[src/rtl/text_writer.sv]
// text_writer
// Byte-stream text command engine feeding the video memory write port.
// Printable bytes become single-cycle masked cell writes at the cursor.
// Control codes handle cursor movement, attribute loading and a full-screen
// clear sequencer.
//
// Ports:
//   clk           : system clock
//   reset         : asynchronous active-high reset
//   in_data       : command / character byte
//   in_valid      : in_data valid
//   in_ready      : byte accepted when in_valid && in_ready at a rising edge
//   xcursor       : cursor column
//   ycursor       : cursor row
//   video_write   : one-cycle write strobe (registered)
//   video_address : cell index y*COLS + x (registered)
//   video_value   : cell word (registered)
//   video_mask    : bits to update, all ones once any write is issued

`ifndef TEXTCOLS_CHAR
`define TEXTCOLS_CHAR 80
`endif
`ifndef TEXTROWS_CHAR
`define TEXTROWS_CHAR 30
`endif
`ifndef TEXTCOLS_RANGE
`define TEXTCOLS_RANGE 6:0
`endif
`ifndef TEXTROWS_RANGE
`define TEXTROWS_RANGE 4:0
`endif
`ifndef CHARATTR_RANGE
`define CHARATTR_RANGE 23:0
`endif
`ifndef CHARATTR_INDEX
`define CHARATTR_INDEX 7:0
`endif

module text_writer #(
   parameter int                    COLS       = `TEXTCOLS_CHAR,
   parameter int                    ROWS       = `TEXTROWS_CHAR,
   parameter logic [`CHARATTR_RANGE] ATTR_RESET = '0
) (
   input  logic                   clk,
   input  logic                   reset,
   input  logic [7:0]             in_data,
   input  logic                   in_valid,
   output logic                   in_ready,
   output logic [`TEXTCOLS_RANGE] xcursor,
   output logic [`TEXTROWS_RANGE] ycursor,
   output logic                   video_write,
   output logic [15:0]            video_address,
   output logic [`CHARATTR_RANGE] video_value,
   output logic [`CHARATTR_RANGE] video_mask
);

   localparam int XW = $bits(logic [`TEXTCOLS_RANGE]);
   localparam int YW = $bits(logic [`TEXTROWS_RANGE]);
   localparam int AW = $bits(logic [`CHARATTR_RANGE]);
   localparam int IW = $bits(logic [`CHARATTR_INDEX]);

   localparam logic [XW-1:0] X_MAX = XW'(COLS - 1);
   localparam logic [YW-1:0] Y_MAX = YW'(ROWS - 1);
   localparam logic [15:0]   CELLS = 16'(COLS * ROWS);

   typedef enum logic [2:0] {
      S_IDLE   = 3'd0,
      S_GOTO_X = 3'd1,
      S_GOTO_Y = 3'd2,
      S_ATTR2  = 3'd3,
      S_ATTR1  = 3'd4,
      S_ATTR0  = 3'd5,
      S_CLEAR  = 3'd6
   } state_t;

   state_t          r_state, w_state_nxt;
   logic [XW-1:0]   r_x, w_x_nxt;
   logic [YW-1:0]   r_y, w_y_nxt;
   logic [XW-1:0]   r_goto_x, w_goto_x_nxt;
   logic [AW-1:0]   r_attr, w_attr_nxt;
   logic [15:0]     r_shadow, w_shadow_nxt;   // first two attribute bytes
   logic [15:0]     r_clr, w_clr_nxt;         // next cell to clear
   logic            r_wr, w_wr_nxt;
   logic [15:0]     r_addr, w_addr_nxt;
   logic [AW-1:0]   r_val, w_val_nxt;
   logic [AW-1:0]   r_mask, w_mask_nxt;

   logic            w_accept;
   logic [15:0]     w_cur_addr;
   logic [XW-1:0]   w_clamp_x;
   logic [YW-1:0]   w_clamp_y;

   // Attribute word with the character index field replaced.
   function automatic logic [AW-1:0] f_cell(input logic [AW-1:0] attr,
                                            input logic [7:0] ch);
      logic [AW-1:0] v;
      v = attr;
      v[`CHARATTR_INDEX] = IW'(ch);
      return v;
   endfunction

   assign in_ready      = (r_state != S_CLEAR);
   assign w_accept      = in_valid && (r_state != S_CLEAR);
   assign w_cur_addr    = 16'(r_y) * 16'(COLS) + 16'(r_x);
   assign w_clamp_x     = (32'(in_data) > 32'(COLS - 1)) ? X_MAX : XW'(in_data);
   assign w_clamp_y     = (32'(in_data) > 32'(ROWS - 1)) ? Y_MAX : YW'(in_data);

   assign xcursor       = r_x;
   assign ycursor       = r_y;
   assign video_write   = r_wr;
   assign video_address = r_addr;
   assign video_value   = r_val;
   assign video_mask    = r_mask;

   // State and datapath registers.
   always_ff @(posedge clk or posedge reset) begin
      if (reset) begin
         r_state  <= S_IDLE;
         r_x      <= '0;
         r_y      <= '0;
         r_goto_x <= '0;
         r_attr   <= ATTR_RESET;
         r_shadow <= 16'd0;
         r_clr    <= 16'd0;
         r_wr     <= 1'b0;
         r_addr   <= 16'd0;
         r_val    <= '0;
         r_mask   <= '0;
      end else begin
         r_state  <= w_state_nxt;
         r_x      <= w_x_nxt;
         r_y      <= w_y_nxt;
         r_goto_x <= w_goto_x_nxt;
         r_attr   <= w_attr_nxt;
         r_shadow <= w_shadow_nxt;
         r_clr    <= w_clr_nxt;
         r_wr     <= w_wr_nxt;
         r_addr   <= w_addr_nxt;
         r_val    <= w_val_nxt;
         r_mask   <= w_mask_nxt;
      end
   end

   // Next-state, cursor, attribute and write-port logic.
   always_comb begin
      w_state_nxt  = r_state;
      w_x_nxt      = r_x;
      w_y_nxt      = r_y;
      w_goto_x_nxt = r_goto_x;
      w_attr_nxt   = r_attr;
      w_shadow_nxt = r_shadow;
      w_clr_nxt    = r_clr;
      w_wr_nxt     = 1'b0;
      w_addr_nxt   = r_addr;
      w_val_nxt    = r_val;
      w_mask_nxt   = r_mask;

      case (r_state)
         S_IDLE: begin
            if (w_accept) begin
               if (in_data >= 8'h20) begin
                  w_wr_nxt   = 1'b1;
                  w_addr_nxt = w_cur_addr;
                  w_val_nxt  = f_cell(r_attr, in_data);
                  w_mask_nxt = '1;
                  if (r_x == X_MAX) begin
                     w_x_nxt = '0;
                     w_y_nxt = (r_y == Y_MAX) ? '0 : r_y + YW'(1);
                  end else begin
                     w_x_nxt = r_x + XW'(1);
                  end
               end else begin
                  case (in_data)
                     8'h0D: w_x_nxt = '0;
                     8'h0A: w_y_nxt = (r_y == Y_MAX) ? '0 : r_y + YW'(1);
                     8'h08: w_x_nxt = (r_x != '0) ? r_x - XW'(1) : r_x;
                     8'h1F: w_state_nxt = S_GOTO_X;
                     8'h1B: w_state_nxt = S_ATTR2;
                     8'h0C: begin
                        // Cell 0 is written on the accepting edge itself.
                        w_state_nxt = S_CLEAR;
                        w_wr_nxt    = 1'b1;
                        w_addr_nxt  = 16'd0;
                        w_val_nxt   = f_cell(r_attr, 8'h20);
                        w_mask_nxt  = '1;
                        w_clr_nxt   = 16'd1;
                     end
                     default: w_state_nxt = S_IDLE;
                  endcase
               end
            end else begin
               w_state_nxt = S_IDLE;
            end
         end
         S_GOTO_X: begin
            if (w_accept) begin
               w_goto_x_nxt = w_clamp_x;
               w_state_nxt  = S_GOTO_Y;
            end else begin
               w_state_nxt = S_GOTO_X;
            end
         end
         S_GOTO_Y: begin
            if (w_accept) begin
               w_x_nxt     = r_goto_x;
               w_y_nxt     = w_clamp_y;
               w_state_nxt = S_IDLE;
            end else begin
               w_state_nxt = S_GOTO_Y;
            end
         end
         S_ATTR2: begin
            if (w_accept) begin
               w_shadow_nxt = {r_shadow[7:0], in_data};
               w_state_nxt  = S_ATTR1;
            end else begin
               w_state_nxt = S_ATTR2;
            end
         end
         S_ATTR1: begin
            if (w_accept) begin
               w_shadow_nxt = {r_shadow[7:0], in_data};
               w_state_nxt  = S_ATTR0;
            end else begin
               w_state_nxt = S_ATTR1;
            end
         end
         S_ATTR0: begin
            if (w_accept) begin
               w_attr_nxt  = AW'({r_shadow, in_data});
               w_state_nxt = S_IDLE;
            end else begin
               w_state_nxt = S_ATTR0;
            end
         end
         S_CLEAR: begin
            if (r_clr == CELLS) begin
               w_x_nxt     = '0;
               w_y_nxt     = '0;
               w_state_nxt = S_IDLE;
            end else begin
               w_wr_nxt   = 1'b1;
               w_addr_nxt = r_clr;
               w_val_nxt  = f_cell(r_attr, 8'h20);
               w_mask_nxt = '1;
               w_clr_nxt  = r_clr + 16'd1;
            end
         end
         default: begin
            w_state_nxt = S_IDLE;
         end
      endcase
   end

endmodule

[config.mk]
export PLATFORM = sky130hd
export DESIGN_NAME = text_writer
export DESIGN_NICKNAME = d
export VERILOG_FILES = /design/src/rtl/text_writer.sv
export SDC_FILE = /design/constraint.sdc
export NUM_CORES = 1
export LEC_CHECK = 0
export ABC_CLOCK_PERIOD_IN_PS = 4370
export CORE_ASPECT_RATIO = 1.5
export CORE_MARGIN = 3
export CORE_UTILIZATION = 50
export CTS_CLUSTER_DIAMETER = 120
export CTS_CLUSTER_SIZE = 25
export DETAILED_ROUTE_END_ITERATION = 10
export GPL_TIMING_DRIVEN = 0
export PLACE_DENSITY_LB_ADDON = 0.05
export REMOVE_ABC_BUFFERS = 1
export SKIP_CTS_REPAIR_TIMING = 1
export SYNTH_ARGS = -nofsm -noshare
export SYNTH_HDL_FRONTEND = slang
export SYNTH_SLANG_ARGS = --single-unit
[constraint.sdc]
create_clock -name clk -period 4.37 [get_ports clk]
set_clock_uncertainty 0.15 [all_clocks]
set_input_delay 0.874 -clock clk [delete_from_list [all_inputs] [get_ports clk]]
set_output_delay 0.874 -clock clk [all_outputs]
set_load 0.05 [all_outputs]
==> impl_metrics.tcl, run 1 <==
set metrics [dict create \
    drtIter0Drc 221 \
    syn_to_final_growth_pct 19.7 \
    synth_flop_cell "dfrtp_1" \
    timing_worst_slew_pin_value_ns 1.19 \
    p_leak_nw 3.14 \
    core_um2 11200 \
    die_w_um 94.1 \
    place_hpwl_um 9580 \
    fill_cells 967 \
    period_share_pct 87.6 \
    grt_pass1_wl_um 22200 \
    switchingPower_mw 2.25 \
    critPathCaptureType "output port" \
    drt_wl_total_um 13500 \
    die_h_um 138 \
    reg2reg_from "r_state[2]" \
    worstSetupStartpoint "r_state[2]" \
    drc 0 \
    grt_pass1_vias 4402 \
    synth_edf_count 0 \
    powerDensity_nw_per_um2 715 \
    cap_viol_max_count 0 \
    combinationalPowerShare_pct 49.9 \
    synthDistinctLibCells 68 \
    drive_gt1_share_pct 11.6 \
    switching_share_pct 45.3 \
    total_power_mw 4.98 \
    clk_pin_slew_ns 0.07 \
    final_max_slew_viol_count 0 \
    fmax_mhz 261 \
    hold_start "r_attr[8]" \
    critPathKind "reg -> out" \
    final_cell_mix "dfrtp_1, nand2_1, clkdlybuf4s50_1, nor2_1, mux2_2" \
    pin_count 89 \
    ys_seq_area_share_pct 48.2 \
    cts-buffers-inserted 9 \
    initial_core_util_pct 51.8 \
    grt_max_degree 73 \
    p_int_mw 2.72 \
    hold_class "reg -> reg" \
    final_common_cell "dfrtp_1" \
    yosys_warnings 0 \
    rsz0062_at_grt "no" \
    clock_path_buffers 2 \
    cp_max_fo 19 \
    synth_cells 591 \
    fin_nets 670 \
    wl_per_cell_um 17.0 \
    ant_nets 0 \
    num_rows 47 \
    ys_ff_latch 112 \
    portBuffers 88 \
    ys_async_sr_fraction_pct 100 \
    htree_levels 3 \
    globalplace.congestion 0.902 \
    ir_drop_mv 0.528 \
    synth_area_um2 5820 \
    root_buffer "clkbuf_16" \
    start_kind "register" \
    dr.pass1.iters 5 \
    cts_tree "done" \
    syn_area_per_cell_um2 9.85 \
    cts_sinks 112 \
    hold_viol 0 \
    setup_viol 0 \
    die_area_um2 13000 \
    seq_power_share_pct 34.1 \
    final_core_util_pct 62.0 \
    track_usage_pct 21.4 \
    worstPathArrival_ns 2.81 \
    vias_per_cell 5.57 \
    period_minus_slack_ns 3.83 \
    critPathRequiredTime_ns 3.35 \
    slew_headroom_pct 20.8 \
    num_antenna_cells 0 \
    gr-total-overflow 0 \
    clk_latency_ns 0.35 \
    clockPowerShare_pct 16.0 \
    grt_antenna_before_repair 0 \
    status "finished, final reports clean" \
    vias 4415 \
]
==> per-layer routing <==
layer	share of wire [%]	track usage [%]	wire length (um)
met1	44	27.8	5900
met5	0	0	0
met2	51	36.0	6900
met3	3.2	3.75	426
met4	1.9	6.70	259
==> through the flow <==
| step | hold slack [ns] | setup slack (ns) | area, um2 | setup TNS (ns) | std cells |
|---|---|---|---|---|---|
| 2_1_floorplan | 0.283 | -4.10 | 5530 | -102.12 | 540 |
| 3_3_place_gp | 0.297 | -1.57 | 6590 | -188.40 | 775 |
| 3_5_place_dp | 0.298 | -0.482 | 6660 | -13.94 | 777 |
| 4_1_cts | 0.318 | -0.105 | 6950 | -2.12 | 793 |
| 5_1_grt | 0.329 | 0.363 | 6960 | 0 | 793 |
| 6_report | 0.313 | 0.541 | 6960 | 0 | 793 |
==> registers in the layout, indices dropped and copies added, names as in the netlist <==
name	flops
r_goto_x	7
video_address	16
video_write	1
ycursor	5
r_shadow	16
r_clr	16
r_state	3
r_attr	16
xcursor	7
video_value	24
video_mask	1
==> cells by family after synthesis <==
group                    count (synthesis)  synth area share [%]
flip-flops                             112                  48.2
XOR/XNOR                                23                  3.46
buffers and inverters                   69                  6.15
AO/OA/AOI/OAI                           94                  11.3
adder cells (fa/ha/maj)                 18                  4.13
multiplexers                            40                  7.68
AND/OR/NAND/NOR                        235                  19.1
==> final timing paths <==
| path | end | cells past startpoint | slack, ns |
|---|---|---|---|
| setup / recovery | in_ready | 4 | 0.54 |
| hold / removal | video_value[8] | 2 | 0.31 |
| min in group asynchronous | video_write | 2 | 0.78 |
| setup reg to reg | video_value[5] | 8 | 0.82 |
| max in group asynchronous | r_shadow[13] | 3 | 2.56 |
| hold reg to reg | video_value[8] | 2 | 0.31 |
==> cell usage after synthesis, drive strengths merged, types with 3 or more instances <==
master	count	area, um2
dfrtp	112	2800
o22a	5	52.6
nor2b	6	37.5
mux2	37	417
nand3	23	115
xor2	10	87.6
clkbuf	18	68.8
nand3b	3	22.5
nand4	5	31.3
o21ai	31	159
or4	3	27.5
or3	3	18.8
a31oi	4	25.0
mux2i	3	30.0
a22o	5	43.8
nand2b	4	25.0
and3	3	20.0
nor3	15	75.1
a21oi	15	75.1
ha	16	200
xnor2	13	114
nand2	93	349
nor4	6	52.6
a21o	5	37.5
inv	17	63.8
buf	33	221
a221oi	11	96.3
nor2	59	224
==> power groups by stage <==
stage / clock, mW / sequential, mW / combinational [mW]
after global routing: 0.863 / 1.75 / 2.69
after global placement: 0 / 1.70 / 2.40
after CTS: 0.819 / 1.70 / 2.50
after detailed placement: 0 / 1.71 / 2.49
final: 0.797 / 1.70 / 2.48
after floorplan: 0 / 2.17 / 1.23
==> worst max-delay path, cell delays in order, from the launching register on <==
cell and delay (ns):
dfrtp_1 0.55, nor2b_1 0.26, and2_2 0.45, clkinv_1 0.39, clkdlybuf4s50_1 0.80
==> layout make-up <==
cell class | instances | area, um2 | share of cell area [%]
Sequential cell | 112 | 2800 | 40.3
Multi-Input combinational cell | 410 | 2680 | 38.5
Timing Repair Buffer | 90 | 936 | 13.4
Clock buffer | 10 | 239 | 3.43
Tap cell | 147 | 184 | 2.64
Inverter | 18 | 70.1 | 1.01
Clock inverter | 6 | 52.6 | 0.755
(Power assumes the default switching activity.)
==> run 2: changes to the inputs <==
Settings changed: CAP_MARGIN from default to 20.
==> impl_metrics.tcl, run 2 (synthesized netlist as in run 1, its figures left out) <==
set metrics [dict create \
    clk_latency_ns 0.35 \
    drt_wl_total_um 13500 \
    fin_nets 674 \
    pin_count 89 \
    start_kind "register" \
    combinationalPowerShare_pct 49.0 \
    critPathSlowestCell "clkdlybuf4s50_1" \
    cts_sinks 112 \
    p_int_mw 2.83 \
    clk_pin_slew_ns 0.07 \
    slew_headroom_pct 45.8 \
    cap_viol_max_count 0 \
    fmax_mhz 260 \
    crit_buf_inv 2 \
    track_usage_pct 21.4 \
    timing_worst_slew_pin_value_ns 0.810 \
    syn_to_final_growth_pct 20.7 \
    die_w_um 94.1 \
    drive_gt1_share_pct 11.7 \
    largest_reg_flops 24 \
    wl_per_cell_um 17.0 \
    final_common_cell "dfrtp_1" \
    htree_levels 3 \
    fill_cells 980 \
    hold_depth 2 \
    dr.pass1.iters 5 \
    met3_usage_pct 2.93 \
    period_share_pct 87.9 \
    status "finished, final reports clean" \
    cp_max_fo 19 \
    grt_pass1_wl_um 22300 \
    switching_share_pct 44.4 \
    setup_viol 0 \
    crit_family "buffers and inverters" \
    p_leak_nw 3.18 \
    core_um2 11200 \
    place_hpwl_um 9590 \
    busiest_layer "met2" \
    use_met2_pct 35.6 \
    initial_core_util_pct 51.8 \
    powerDensity_nw_per_um2 725 \
    tns_ns 0 \
    use_met1_pct 28.7 \
    root_buffer "clkbuf_16" \
    instances_no_fill 797 \
    ir_drop_mv 0.493 \
    grt_pass1_vias 4380 \
    clock_path_buffers 2 \
    hold_class "reg -> reg" \
    grt_antenna_before_repair 0 \
    rsz0062_at_grt "no" \
    num_antenna_cells 0 \
    dp_cells 780 \
    die_area_um2 13000 \
    globalplace.congestion 0.902 \
    vias_per_cell 5.59 \
    final_max_slew_viol_count 0 \
    die_h_um 138 \
    vias 4457 \
    critPathKind "reg -> out" \
    clockPowerShare_pct 17.7 \
    worstPathArrival_ns 2.82 \
    drtIter0Drc 259 \
    crit_cells 4 \
    max_stage_delay_ns 0.81 \
    critPathCaptureType "output port" \
    period_minus_slack_ns 3.84 \
    drc 0 \
    cp_cell_sequence "nor2b_1, and2_2, clkinv_1, clkdlybuf4s50_1" \
    cts-buffers-inserted 9 \
    ant_nets 0 \
    hold_viol 0 \
    portBuffers 88 \
    critPathRequiredTime_ns 3.35 \
    r2r_cells 8 \
    gr-total-overflow 0 \
    seq_power_share_pct 33.4 \
    cts_tree "done" \
    switchingPower_mw 2.26 \
    num_rows 47 \
    final_cell_mix "dfrtp_1, nand2_1, clkdlybuf4s50_1, nor2_1, mux2_2" \
    grt_max_degree 73 \
]
## run 2: changes by cell type in the layout (fill, tap and decap cells not counted), sizes merged
cell      change
clkbuf        -1
clkinv        +1
clkinvlp      -2
buf           +4
bufinv        +2
## run 2: worst paths after layout
| check | from | to | slack [ns] |
|---|---|---|---|
| worst max-delay path | r_state[2] | in_ready | 0.53 |
| worst min-delay path | r_attr[16] | video_value[16] | 0.31 |
| worst max register to register | r_state[2] | video_value[5] | 0.77 |
| worst min register to register | r_attr[16] | video_value[16] | 0.31 |
| max in group asynchronous | reset | video_value[7] | 2.56 |
| min in group asynchronous | reset | video_write | 0.78 |
## run 2: metal layers
layer	share of wire [%]	wire length, um	vias up
met5	0	0	-
met4	2.2	295	0
met3	4.2	563	27
met2	51	6830	124
met1	43	5820	2164
li1	-	-	2142
## run 2: final cells by class
class	count	area [um2]	share of cell area, %
Sequential cell	112	2800	39.9
Multi-Input combinational cell	410	2670	38.0
Timing Repair Buffer	94	973	13.9
Clock buffer	9	225	3.21
Tap cell	147	184	2.62
Clock inverter	7	103	1.46
Inverter	18	70.1	0.997
## run 2: power groups by stage
stage               registers [mW]  logic, mW  clock network (mW)
floorplan                     2.17       1.23                   0
CTS                           1.70       2.51               0.917
finish                        1.70       2.49               0.900
global route                  1.75       2.72               0.960
global placement              1.70       2.40                   0
detailed placement            1.72       2.49                   0
## run 2: worst register-to-register path, delay by kind of cell (launching register included)
family | cells | cell delay, ns
buffers and inverters | 2 | 0.94
AND/OR/NAND/NOR | 3 | 0.81
AO/OA/AOI/OAI | 3 | 1.09
flip-flops | 1 | 0.56
## run 2: metrics by stage
step	hold WS, ns	worst slack, ns	cell area [um2]	power (mW)	util (%)
floorplan	0.283	-4.10	5530	3.40	-
global placement	0.297	-1.57	6590	4.10	58.7
detailed placement	0.297	0.194	6690	4.20	59.6
CTS	0.317	0.215	7020	5.12	62.5
global route	0.329	0.389	7030	5.42	62.5
finish	0.314	0.529	7030	5.09	62.5
==> run 3: changes to the inputs <==
Settings changed: RECOVER_POWER from default to 100.
==> impl_metrics.tcl, run 3 (synthesized netlist as in run 1, its figures left out) <==
set metrics [dict create \
    final_cell_mix "dfrtp_1, nand2_1, dlygate4sd3_1, nor2_1, mux2_2" \
    place_ws_ns 0.194 \
    gr-total-overflow 0 \
    cap_viol_max_count 1 \
    period_minus_slack_ns 3.93 \
    fin_nets 674 \
    rsz0062_at_grt "no" \
    num_antenna_cells 0 \
    critPathCaptureType "register" \
    critPathKind "in -> reg" \
    place_area_um2 6690 \
    initial_core_util_pct 51.8 \
    fin_area_um2 6970 \
    status "finished with violations" \
    crit_buf_inv 1 \
    cts-buffers-inserted 9 \
    pin_count 89 \
    portBuffers 88 \
    violations "max-capacitance violations, max-slew violations" \
    powerDensity_nw_per_um2 716 \
    period_share_pct 90.0 \
    slew_headroom_pct -28.6 \
    hold_viol 0 \
    globalplace.congestion 0.902 \
    cp_cell_sequence "dlygate4sd3_1, or4_1, nor2_1, a31oi_1, a211oi_1, mux2_2" \
    final_common_cell "dfrtp_1" \
    ant_nets 0 \
    total_power_mw 4.99 \
    critPathSlowestCell "a211oi_1" \
    grt_max_degree 73 \
    hold_slack_ns 0.313 \
    wl_per_cell_um 16.8 \
    crit_family "compound AO/OA/AOI/OAI gates" \
    vias 4396 \
    track_usage_pct 21.4 \
    grt_pass1_wl_um 22300 \
    register_area_um2 2800 \
    root_buffer "clkbuf_16" \
    setup_viol 0 \
    timing_worst_slew_pin_value_ns 1.92 \
    fill_cells 995 \
    start_kind "primary input" \
    cp_max_fo 7 \
    max_stage_delay_ns 1.10 \
    core_um2 11200 \
    dr.pass1.iters 4 \
    drc 0 \
    num_rows 47 \
    drtIter0Drc 232 \
    multi_input_area_um2 2640 \
    setup_ws_ns 0.436 \
    clk_pin_slew_ns 0.07 \
    die_area_um2 13000 \
    vias_per_cell 5.52 \
    grt_antenna_before_repair 0 \
    fmax_mhz 254 \
    worstPathArrival_ns 4.02 \
    syn_to_final_growth_pct 19.7 \
    p_leak_nw 3.18 \
    largest_reg_flops 24 \
    cts_tree "done" \
    cts_sinks 112 \
    die_w_um 94.1 \
    die_h_um 138 \
    drt_wl_total_um 13400 \
    grt_pass1_vias 4380 \
    ir_drop_mv 0.493 \
    drive_gt1_share_pct 10.6 \
    critPathRequiredTime_ns 4.46 \
    hold_class "reg -> reg" \
    clk_latency_ns 0.35 \
    final_max_slew_viol_count 41 \
    clock_path_buffers 2 \
    place_hpwl_um 9590 \
    htree_levels 3 \
]
## run 3: path summary, 6_finish.rpt
check	startpoint	end	slack (ns)	cells after the start
max in group asynchronous	reset	r_goto_x[6]	1.74	3
min reg2reg	video_value[3]	video_value[3]	0.31	2
min	video_value[3]	video_value[3]	0.31	2
min in group asynchronous	reset	video_write	1.33	2
max	in_data[4]	xcursor[4]	0.44	6
max reg2reg	r_state[2]	video_value[0]	0.85	7
## run 3: where the power goes
part | switching, mW | internal [mW] | total (mW) | leakage, nW
combinational | 1.51 | 0.886 | 2.40 | 1.57
sequential | 0.338 | 1.35 | 1.69 | 1.45
clock | 0.390 | 0.510 | 0.900 | 0.155
total | 2.24 | 2.75 | 4.99 | 3.18
## run 3: metal layers
metal | global-route usage, % | vias up | part of all wire (%)
met5 | 0 | - | 0
met4 | 7.00 | 0 | 1.6
met3 | 2.93 | 19 | 4.3
met2 | 35.6 | 127 | 51
met1 | 28.7 | 2101 | 43
li1 | - | 2149 | -
## run 3: worst register-to-register path, stage by stage, from the launching register on
cell and delay (ns):
dfrtp_1 0.54, nor2b_1 0.26, and2_2 0.43, clkinv_1 0.36, o21ai_1 0.54, o21ai_4 0.32, dlymetal6s2s_1 0.51, o31ai_1 0.32
## run 3: final cells by class
cell class / count / share of cell area [%]
Sequential cell: 112 / 40.2
Inverter: 18 / 0.988
Clock inverter: 7 / 1.47
Multi-Input combinational cell: 410 / 37.8
Timing Repair Buffer: 94 / 13.6
Tap cell: 147 / 2.64
Clock buffer: 9 / 3.23
## run 3: stage by stage
step | std cells | utilization (%) | TNS [ns]
after floorplan | 540 | - | -102.12
after global placement | 775 | 58.7 | -188.40
after detailed placement | 780 | 59.6 | 0
after CTS | 796 | 62.5 | 0
after global routing | 797 | 62.0 | 0
final | 797 | 62.0 | 0
